--- config.mk ---
export PLATFORM = sky130hd
export DESIGN_NAME = reg_frame_stack
export DESIGN_NICKNAME = d
export VERILOG_FILES = /design/src/rtl/reg_frame_stack.sv
export SDC_FILE = /design/constraint.sdc
export NUM_CORES = 1
export LEC_CHECK = 0
export CORE_MARGIN = 2
export CORE_UTILIZATION = 40
export DETAILED_ROUTE_END_ITERATION = 8
export PLACE_DENSITY = 0.55
export SYNTH_ARGS = -nofsm -noshare
export SYNTH_HDL_FRONTEND = slang
export SYNTH_SLANG_ARGS = --single-unit
--- constraint.sdc ---
create_clock -name clk -period 6 [get_ports clk]
set_input_delay 1.5 -clock clk [delete_from_list [all_inputs] [get_ports clk]]
set_output_delay 1.5 -clock clk [all_outputs]
set_load 0.02 [all_outputs]
--- src/rtl/reg_frame_stack.sv ---
`default_nettype none
// ============================================================================
// Module   : reg_frame_stack
// Purpose  : Saves and restores a fixed window of register-file entries as
//            LIFO frames, one register per clock, on backup/restore strobes.
// Revision : 1.0 - initial release
// ============================================================================
module reg_frame_stack #(
   parameter int DATA_W    = 16,
   parameter int ADDR_W    = 4,
   parameter int NREGS     = 4,
   parameter int FIRST_REG = 4,
   parameter int DEPTH     = 8,
   parameter int PTR_W     = 4
) (
   input  logic              clk,
   input  logic              Reset,
   input  logic              backup,
   input  logic              restore,
   input  logic              clr_err,
   output logic [ADDR_W-1:0] rf_raddr,
   input  logic [DATA_W-1:0] rf_rdata,
   output logic [ADDR_W-1:0] rf_waddr,
   output logic [DATA_W-1:0] rf_wdata,
   output logic              rf_we,
   output logic              busy,
   output logic [PTR_W-1:0]  depth,
   output logic              overflow,
   output logic              underflow,
   output logic              collide
);

   localparam int               c_IW       = (NREGS > 1) ? $clog2(NREGS) : 1;
   localparam int               c_SW       = (DEPTH * NREGS > 1) ? $clog2(DEPTH * NREGS) : 1;
   localparam int               c_SLOTS    = 1 << c_SW;
   localparam logic [c_IW-1:0]  c_LAST_IDX = c_IW'(NREGS - 1);
   localparam logic [PTR_W-1:0] c_FULL     = PTR_W'(DEPTH);

   typedef enum logic [1:0] {
      ST_IDLE = 2'd0,
      ST_SAVE = 2'd1,
      ST_LOAD = 2'd2
   } state_t;

   state_t             r_state;
   logic [c_IW-1:0]    r_idx;
   logic [PTR_W-1:0]   r_depth;
   logic               r_ovf;
   logic               r_unf;
   logic               r_col;
   logic [DATA_W-1:0]  r_stack [c_SLOTS];

   logic               w_idle;
   logic               w_last;
   logic               w_bk_req;
   logic               w_rs_req;
   logic               w_set_ovf;
   logic               w_set_unf;
   logic               w_set_col;
   logic [PTR_W-1:0]   w_frame;
   logic [c_SW-1:0]    w_slot;
   logic [ADDR_W-1:0]  w_addr;

   assign w_idle    = (r_state == ST_IDLE);
   assign w_last    = (r_idx == c_LAST_IDX);
   assign w_bk_req  = w_idle & backup & ~restore;
   assign w_rs_req  = w_idle & restore & ~backup;
   assign w_set_ovf = w_bk_req & (r_depth == c_FULL);
   assign w_set_unf = w_rs_req & (r_depth == '0);
   // Any strobe while busy is a collision; in IDLE only the simultaneous pair is.
   assign w_set_col = w_idle ? (backup & restore) : (backup | restore);

   // A save fills the frame above the top; a load drains the top frame.
   assign w_frame = (r_state == ST_LOAD) ? (r_depth - PTR_W'(1)) : r_depth;
   assign w_slot  = c_SW'(32'(w_frame) * 32'(NREGS) + 32'(r_idx));
   assign w_addr  = ADDR_W'(32'(FIRST_REG) + 32'(r_idx));

   always_ff @(posedge clk or negedge Reset) begin
      if (!Reset) begin
         r_state <= ST_IDLE;
         r_idx   <= '0;
         r_depth <= '0;
         r_ovf   <= 1'b0;
         r_unf   <= 1'b0;
         r_col   <= 1'b0;
      end else begin
         r_ovf <= w_set_ovf | (r_ovf & ~clr_err);
         r_unf <= w_set_unf | (r_unf & ~clr_err);
         r_col <= w_set_col | (r_col & ~clr_err);
         case (r_state)
            ST_IDLE: begin
               r_idx <= '0;
               if (w_bk_req && !w_set_ovf) begin
                  r_state <= ST_SAVE;
               end else if (w_rs_req && !w_set_unf) begin
                  r_state <= ST_LOAD;
               end
            end
            ST_SAVE, ST_LOAD: begin
               if (w_last) begin
                  r_idx   <= '0;
                  r_state <= ST_IDLE;
                  r_depth <= (r_state == ST_SAVE) ? (r_depth + PTR_W'(1))
                                                  : (r_depth - PTR_W'(1));
               end else begin
                  r_idx <= r_idx + c_IW'(1);
               end
            end
            default: begin
               r_state <= ST_IDLE;
               r_idx   <= '0;
            end
         endcase
      end
   end

   always_ff @(posedge clk) begin
      if (r_state == ST_SAVE) begin
         r_stack[w_slot] <= rf_rdata;
      end
   end

   assign busy      = ~w_idle;
   assign rf_we     = (r_state == ST_LOAD);
   assign rf_raddr  = (r_state == ST_SAVE) ? w_addr : '0;
   assign rf_waddr  = rf_we ? w_addr : '0;
   assign rf_wdata  = rf_we ? r_stack[w_slot] : '0;
   assign depth     = r_depth;
   assign overflow  = r_ovf;
   assign underflow = r_unf;
   assign collide   = r_col;

endmodule
`default_nettype wire

==> summary.md, run 1 <==
| Metric | Value |
|---|---|
| Grt met2 use | 30.2% |
| Synth Instances | 1175 |
| Clk sinks | 523 |
| Yosys cell types | 36 |
| Critical Path Fanout Max | 16 |
| Kind of critical path | flip-flop to output port |
| Final design utilization | 46.9% |
| Top cell type's share of synthesized area | 74.4% |
| P&R area growth vs syn | 16.3% |
| Class of the worst hold path | flip-flop to flip-flop |
| Num CTS Buffers | 53 |
| H-Tree Level Count | 2 |
| Setup repair bufs after CTS | 0 |
| Worst-skew pair later-pin latency | 600 ps |
| Die Y | 231 um |
| # IOs | 54 |
| ANT nets after route | 0 |
| Relative slew slack | 16.7% |
| Met1 usage | 27.7% |
| Warnings, synthesis | 0 |
| Fin cells | 1991 |
| Post-synthesis cell area | 20700 um2 |
| Most used DFF post-synth | edfxtp_1 |
| Critical Path RT | 4500 ps |
| Wire length per cell | 26.1 um |
| Sequential share of the synthesized area | 75.7% |
| Total negative slack | 0 ps |
| Met3 Usage GRT | 3.91% |
| Status | completed |
| Final count of hold timing violations | 0 |
| Clock root cell | clkbuf_16 |
| VDD IR max | 0.000357 V |
| Power Total | 11200 uW |
| Initial antenna violation count | 7 |
| Pwr dens | 465 nW/um2 |
| Resize count post-CTS | 0 |
| Clock buffer depth | 3 |
| Post-synth top cells | 512 x edfxtp_1, 257 x mux2i_1, 130 x a22oi_1, 72 x nand3_1, 37 x nor2_1 |
| Static leakage | 0.00776 uW |
| Overall die width | 231 um |
| Global-route wire length before repair | 75700 um |
| Slew Viols, Final | 0 |
| Row count | 83 |
| Vias in the first global route | 10777 |
| Pre-CTS setup slack | 901 ps |
| Final worst-path cycle share | 95.9% |
| Number of port buffers | 51 |
| Clk slew on worst S/H paths | 60 ps |
| Total GRT Usage | 19.5% |
| Endpoint class of the critical path | output port |
| Synth async-reset ratio | 2.10% |
| Total grt overflow | 0 |
| # DRC | 0 |
| CTS Hold Bufs | 0 |
| Number of flops mapped to enable cells by yosys | 512 |
| Synth area leaders | edfxtp_1 74%, mux2i_1 12%, a22oi_1 4.7%, nand3_1 1.7%, dfrtp_1 1.3% |
| Share of layout cells above drive strength 1 | 11.1% |
| Max Cap Viol | 0 |
| Core area | 51200 um2 |
| Cell Count Post-Placement | 1893 |
| Net count reported at finish | 1299 |
| Post-synth top area cell | edfxtp_1 |
| Most used routing layer | met2 |
| Synth Register Bits | 523 |
| Most common cell in the netlist | edfxtp_1 |
| DR vias | 10953 |
| CP arrival | 4260 ps |
| Max Freq | 174 MHz |
| Clk_skew | 11.8 ps |
| Drt via density | 5.50 |
| CP Launch Type | flip-flop |
| Slew @ Worst Pin | 1250 ps |
| TritonRoute pass-1 iters | 5 |
| Final Wtd Congestion | 0.853 |
| CTS tree | yes |
| DRT iter0 DRCs | 939 |
| RSZ-0062 raised after global routing | false |
| Finish-stage setup viols | 0 |
| Post-Route WL | 51900 um |
| Post-Syn Area per Cell | 17.6 um2 |
| HPWL after DPL | 32300 um |
| Die ar. | 53500 um2 |
| Largest net degree at the start of global routing | 44 |
| Final WS setup | 244 ps |
| Initial Util | 40.4% |
| Final Critical Period | 5760 ps |
==> state kept, by name, summed over array words and instances, names as in the netlist <==
| name | count |
|---|---|
| collide | 1 |
| overflow | 1 |
| underflow | 1 |
| depth | 4 |
| r_idx | 2 |
| r_stack | 512 |
| r_state | 2 |
==> where the power goes <==
group	switching, uW	internal (uW)	total, uW
registers	115	4100	4220
logic	2310	1340	3650
clock network	1360	1960	3320
==> per-layer routing <==
metal	vias up	part of all wire [%]
met1	5644	46
met5	-	0.11
met3	89	5.6
met4	10	2.6
li1	4907	-
met2	303	46
==> cell type report <==
class	instances	area, um2
diodes	2	5.00
clock buffers	64	1410
clock inverters	32	329
fillers	4335	27200
inverters	12	45.0
multi-input cells	575	4720
flip-flops and latches	523	15700
well taps	680	851
repair buffers	103	1010
==> final timing paths <==
| check | from | endpoint | slack [ps] | depth (start not counted) |
|---|---|---|---|---|
| worst max register to register | r_idx[0] | r_stack[6][1] | 2580 | 6 |
| worst min register to register | collide | collide | 530 | 2 |
| min in group asynchronous | Reset | depth[1] | 1240 | 1 |
| max in group asynchronous | Reset | r_idx[0] | 4380 | 1 |
| worst min-delay path | collide | collide | 530 | 2 |
| worst max-delay path | depth[1] | rf_wdata[5] | 240 | 7 |
==> cell usage in the layout, fill, tap and decap left out, types with 2 or more instances in the layout <==
| cell type | count |
|---|---|
| nand4_1 | 2 |
| bufinv_16 | 7 |
| buf_12 | 9 |
| buf_4 | 43 |
| clkbuf_16 | 55 |
| nand2b_1 | 2 |
| a22oi_1 | 130 |
| mux2i_1 | 257 |
| o32a_1 | 2 |
| xor2_1 | 3 |
| nor2b_1 | 4 |
| ha_1 | 10 |
| inv_1 | 11 |
| nor2_1 | 29 |
| clkbuf_1 | 9 |
| conb_1 | 2 |
| xnor2_1 | 3 |
| clkinv_2 | 12 |
| diode_2 | 2 |
| dfrtp_1 | 10 |
| a41oi_1 | 16 |
| edfxtp_1 | 512 |
| clkdlybuf4s50_1 | 51 |
| nor2_4 | 4 |
| nand2_1 | 10 |
| nor2_2 | 8 |
| o21ai_0 | 4 |
| nand3_1 | 72 |
| clkinv_1 | 12 |
| o32ai_2 | 2 |
| and2_1 | 3 |
==> critical path, stage by stage, from the launching register on <==
cell,delay [ps]
dfrtp_1,660
inv_1,90
ha_1,280
xnor2_1,370
a22o_1,840
nand3_1,270
a41oi_1,450
clkdlybuf4s50_1,690
==> logic make-up (layout without fill, tap and decap cells) <==
logic type | count (synthesis) | in the layout | share of synthesized area, %
buffers and inverters | 78 | 211 | 1.69
AO/OA/AOI/OAI | 163 | 163 | 5.99
multiplexers | 257 | 257 | 12.5
other | 1 | 4 | 0.0181
flip-flops | 523 | 523 | 75.7
XOR/XNOR | 8 | 8 | 0.412
AND/OR/NAND/NOR | 135 | 135 | 3.09
adder cells (fa/ha/maj) | 10 | 10 | 0.606
==> metrics by stage <==
step / cell area, um2 / hold WS (ps)
after global routing: 24000 / 563
after detailed placement: 22300 / 525
after floorplan: 20700 / 555
after CTS: 24000 / 533
final: 24000 / 526
after global placement: 22300 / 512
Power figures use the tool's default switching activity.
==> run 2: changes to the inputs <==
--- a/config.mk
+++ b/config.mk
@@ -7,6 +7,7 @@
 export LEC_CHECK = 0
 export CORE_MARGIN = 2
 export CORE_UTILIZATION = 40
+export CTS_BUF_LIST = sky130_fd_sc_hd__clkbuf_8
 export DETAILED_ROUTE_END_ITERATION = 8
 export PLACE_DENSITY = 0.55
 export SYNTH_ARGS = -nofsm -noshare
==> summary.md, run 2 (same netlist as run 1, synthesis figures left out) <==
| Metric | Value |
|---|---|
| Status | completed (unchanged) |
| Endpoint class of the critical path | output port (unchanged) |
| Class of the worst hold path | flip-flop to flip-flop (unchanged) |
| Die ar. | 53500 um2 (unchanged) |
| Total GRT Usage | 19.7% (was 19.5%) |
| # DRC | 0 (unchanged) |
| Critical Path RT | 4500 ps (about the same) |
| Total grt overflow | 0 (unchanged) |
| DRT iter0 DRCs | 1092 (was 939) |
| CP Launch Type | flip-flop (unchanged) |
| Largest Register | r_stack (unchanged) |
| Die Y | 231 um (unchanged) |
| Final Cell Area | 23800 um2 (was 24000 um2) |
| Core area | 51200 um2 (unchanged) |
| Combinational share of power | 34.3% (was 32.6%) |
| Initial Util | 40.4% (unchanged) |
| Worst R2R Start | r_idx[0] (unchanged) |
| Flop pwr share | 39.7% (was 37.7%) |
| Drt via density | 5.50 (about the same) |
| Finish-stage setup viols | 0 (unchanged) |
| Net Switching | 3760 uW (was 3780 uW) |
| Clock buffer depth | 3 (unchanged) |
| Global-route wire length before repair | 76300 um (was 75700 um) |
| Hold Crit Endpoint | collide (unchanged) |
| ANT nets after route | 0 (unchanged) |
| Total negative slack | 0 ps (unchanged) |
| Most common cell after layout, fill and taps aside | edfxtp_1 (unchanged) |
| Number of port buffers | 51 (unchanged) |
| Relative slew slack | 15.8% (was 16.7%) |
| Max Cap Viol | 0 (unchanged) |
| CP arrival | 4300 ps (was 4260 ps) |
| DR vias | 11197 (was 10953) |
| CTS tree | yes (unchanged) |
| Hold Path Cell Cnt | 2 (unchanged) |
| Final count of hold timing violations | 0 (unchanged) |
| Row count | 83 (unchanged) |
| Share of layout cells above drive strength 1 | 12.5% (was 11.1%) |
| TritonRoute pass-1 iters | 5 (unchanged) |
| Net count reported at finish | 1333 (was 1299) |
| Largest net degree at the start of global routing | 44 (unchanged) |
| Final Wtd Congestion | 0.853 (unchanged) |
| Clk_skew | 14.5 ps (was 11.8 ps) |
| Pwr dens | 447 nW/um2 (was 465 nW/um2) |
| CTS Hold Bufs | 0 (unchanged) |
| Reg-to-reg endpoint | r_stack[6][1] (unchanged) |
| # IOs | 54 (unchanged) |
| Worst reg-to-reg setup slack | 2590 ps (was 2580 ps) |
| Slew Viols, Final | 0 (unchanged) |
| Critical Path Fanout Max | 16 (unchanged) |
| Clk slew on worst S/H paths | 60 ps (about the same) |
| HPWL after DPL | 32300 um (unchanged) |
| Slew @ Worst Pin | 1260 ps (was 1250 ps) |
| Min-delay src | collide (unchanged) |
| Wire length per cell | 25.7 um (was 26.1 um) |
| Max Freq | 172 MHz (was 174 MHz) |
| Clock root cell | clkbuf_8 (was clkbuf_16) |
| Post-Route WL | 52200 um (was 51900 um) |
| VDD IR max | 0.000328 V (was 0.000357 V) |
| Num CTS Buffers | 87 (was 53) |
| Pint | 6860 uW (was 7400 uW) |
| Vias in the first global route | 10990 (was 10777) |
| Static leakage | 0.00776 uW (about the same) |
| Clk sinks | 523 (unchanged) |
| Max FFs per register | 512 (unchanged) |
| Resize count post-CTS | 0 (unchanged) |
| P&R area growth vs syn | 15.1% (was 16.3%) |
| Overall die width | 231 um (unchanged) |
| Final worst-path cycle share | 96.7% (was 95.9%) |
| Final Critical Period | 5800 ps (was 5760 ps) |
| Initial antenna violation count | 6 (was 7) |
| H-Tree Level Count | 3 (was 2) |
| Commonest non-fill, non-tap cells in the layout | 512 x edfxtp_1, 257 x mux2i_1, 130 x a22oi_1 (unchanged) |
| Kind of critical path | flip-flop to output port (unchanged) |
| RSZ-0062 raised after global routing | false (unchanged) |
| Dpl cell area | 22300 um2 (unchanged) |
| R2R depth | 6 (unchanged) |
| Sw Ratio | 35.4% (was 33.8%) |
| Worst-skew pair later-pin latency | 660 ps (was 600 ps) |
| Setup repair bufs after CTS | 0 (unchanged) |
| Clock power share | 26.0% (was 29.7%) |
[run 2: cell types whose count changed in the layout (fill, tap and decap cells not counted), sizes merged]
cell	before	now
inv	12	39
bufinv	7	0
clkinvlp	0	2
clkinv	25	17
clkbuf	64	94
[run 2: layout make-up]
type,count,area [um2]
inverter,12,45.0
fill,4372,27400
timing repair buffer,103,1010
clock buffer,94,1290
antenna,2,5.00
sequential,523,15700
clock inverter,46,189
tap,680,851
multi-input combinational,575,4720
[run 2: stage by stage]
step                total power, uW  setup WS, ps  std cells  hold WS, ps  utilization [%]
finish                        10600           197       2035          526             46.4
global placement               7940          1020       1893          512             43.5
CTS                           10700           185       2033          534             46.4
floorplan                      6500          2050       1176          555                -
detailed placement             7950           901       1893          525             43.5
global route                  11100          58.1       2034          563             46.4
[run 2: metal layers]
layer	GRT usage (%)	vias to the layer above	wire [um]
li1	-	4968	-
met1	27.7	5766	23400
met2	30.2	353	23900
met3	4.77	102	3430
met4	6.37	8	1450
met5	0	-	48
[run 2: worst max path at each step]
| stage | from | to | slack [ps] | depth (start not counted) |
|---|---|---|---|---|
| finish | depth[1] | rf_wdata[4] | 200 | 7 |
| global route | depth[1] | rf_wdata[5] | 60 | 7 |
| CTS | depth[1] | rf_wdata[5] | 190 | 7 |
| detailed placement | depth[1] | rf_wdata[5] | 900 | 7 |
| global placement | depth[1] | rf_wdata[5] | 1020 | 7 |
| floorplan | depth[1] | rf_wdata[10] | 2050 | 9 |
[run 2: power groups by stage]
stage                     clock [uW]  sequential, uW  combinational (uW)
after global placement             0            4290                3650
after detailed placement           0            4300                3660
final                           2760            4220                3640
after CTS                       2820            4220                3670
after floorplan                    0            4220                2280
after global routing            2970            4230                3870
[run 2: critical path, stage by stage (launching register included)]
cell	delay (ps)
dfrtp_1	660
inv_1	100
ha_1	280
xnor2_1	370
a22o_1	860
nand3_1	260
a41oi_1	430
clkdlybuf4s50_1	690
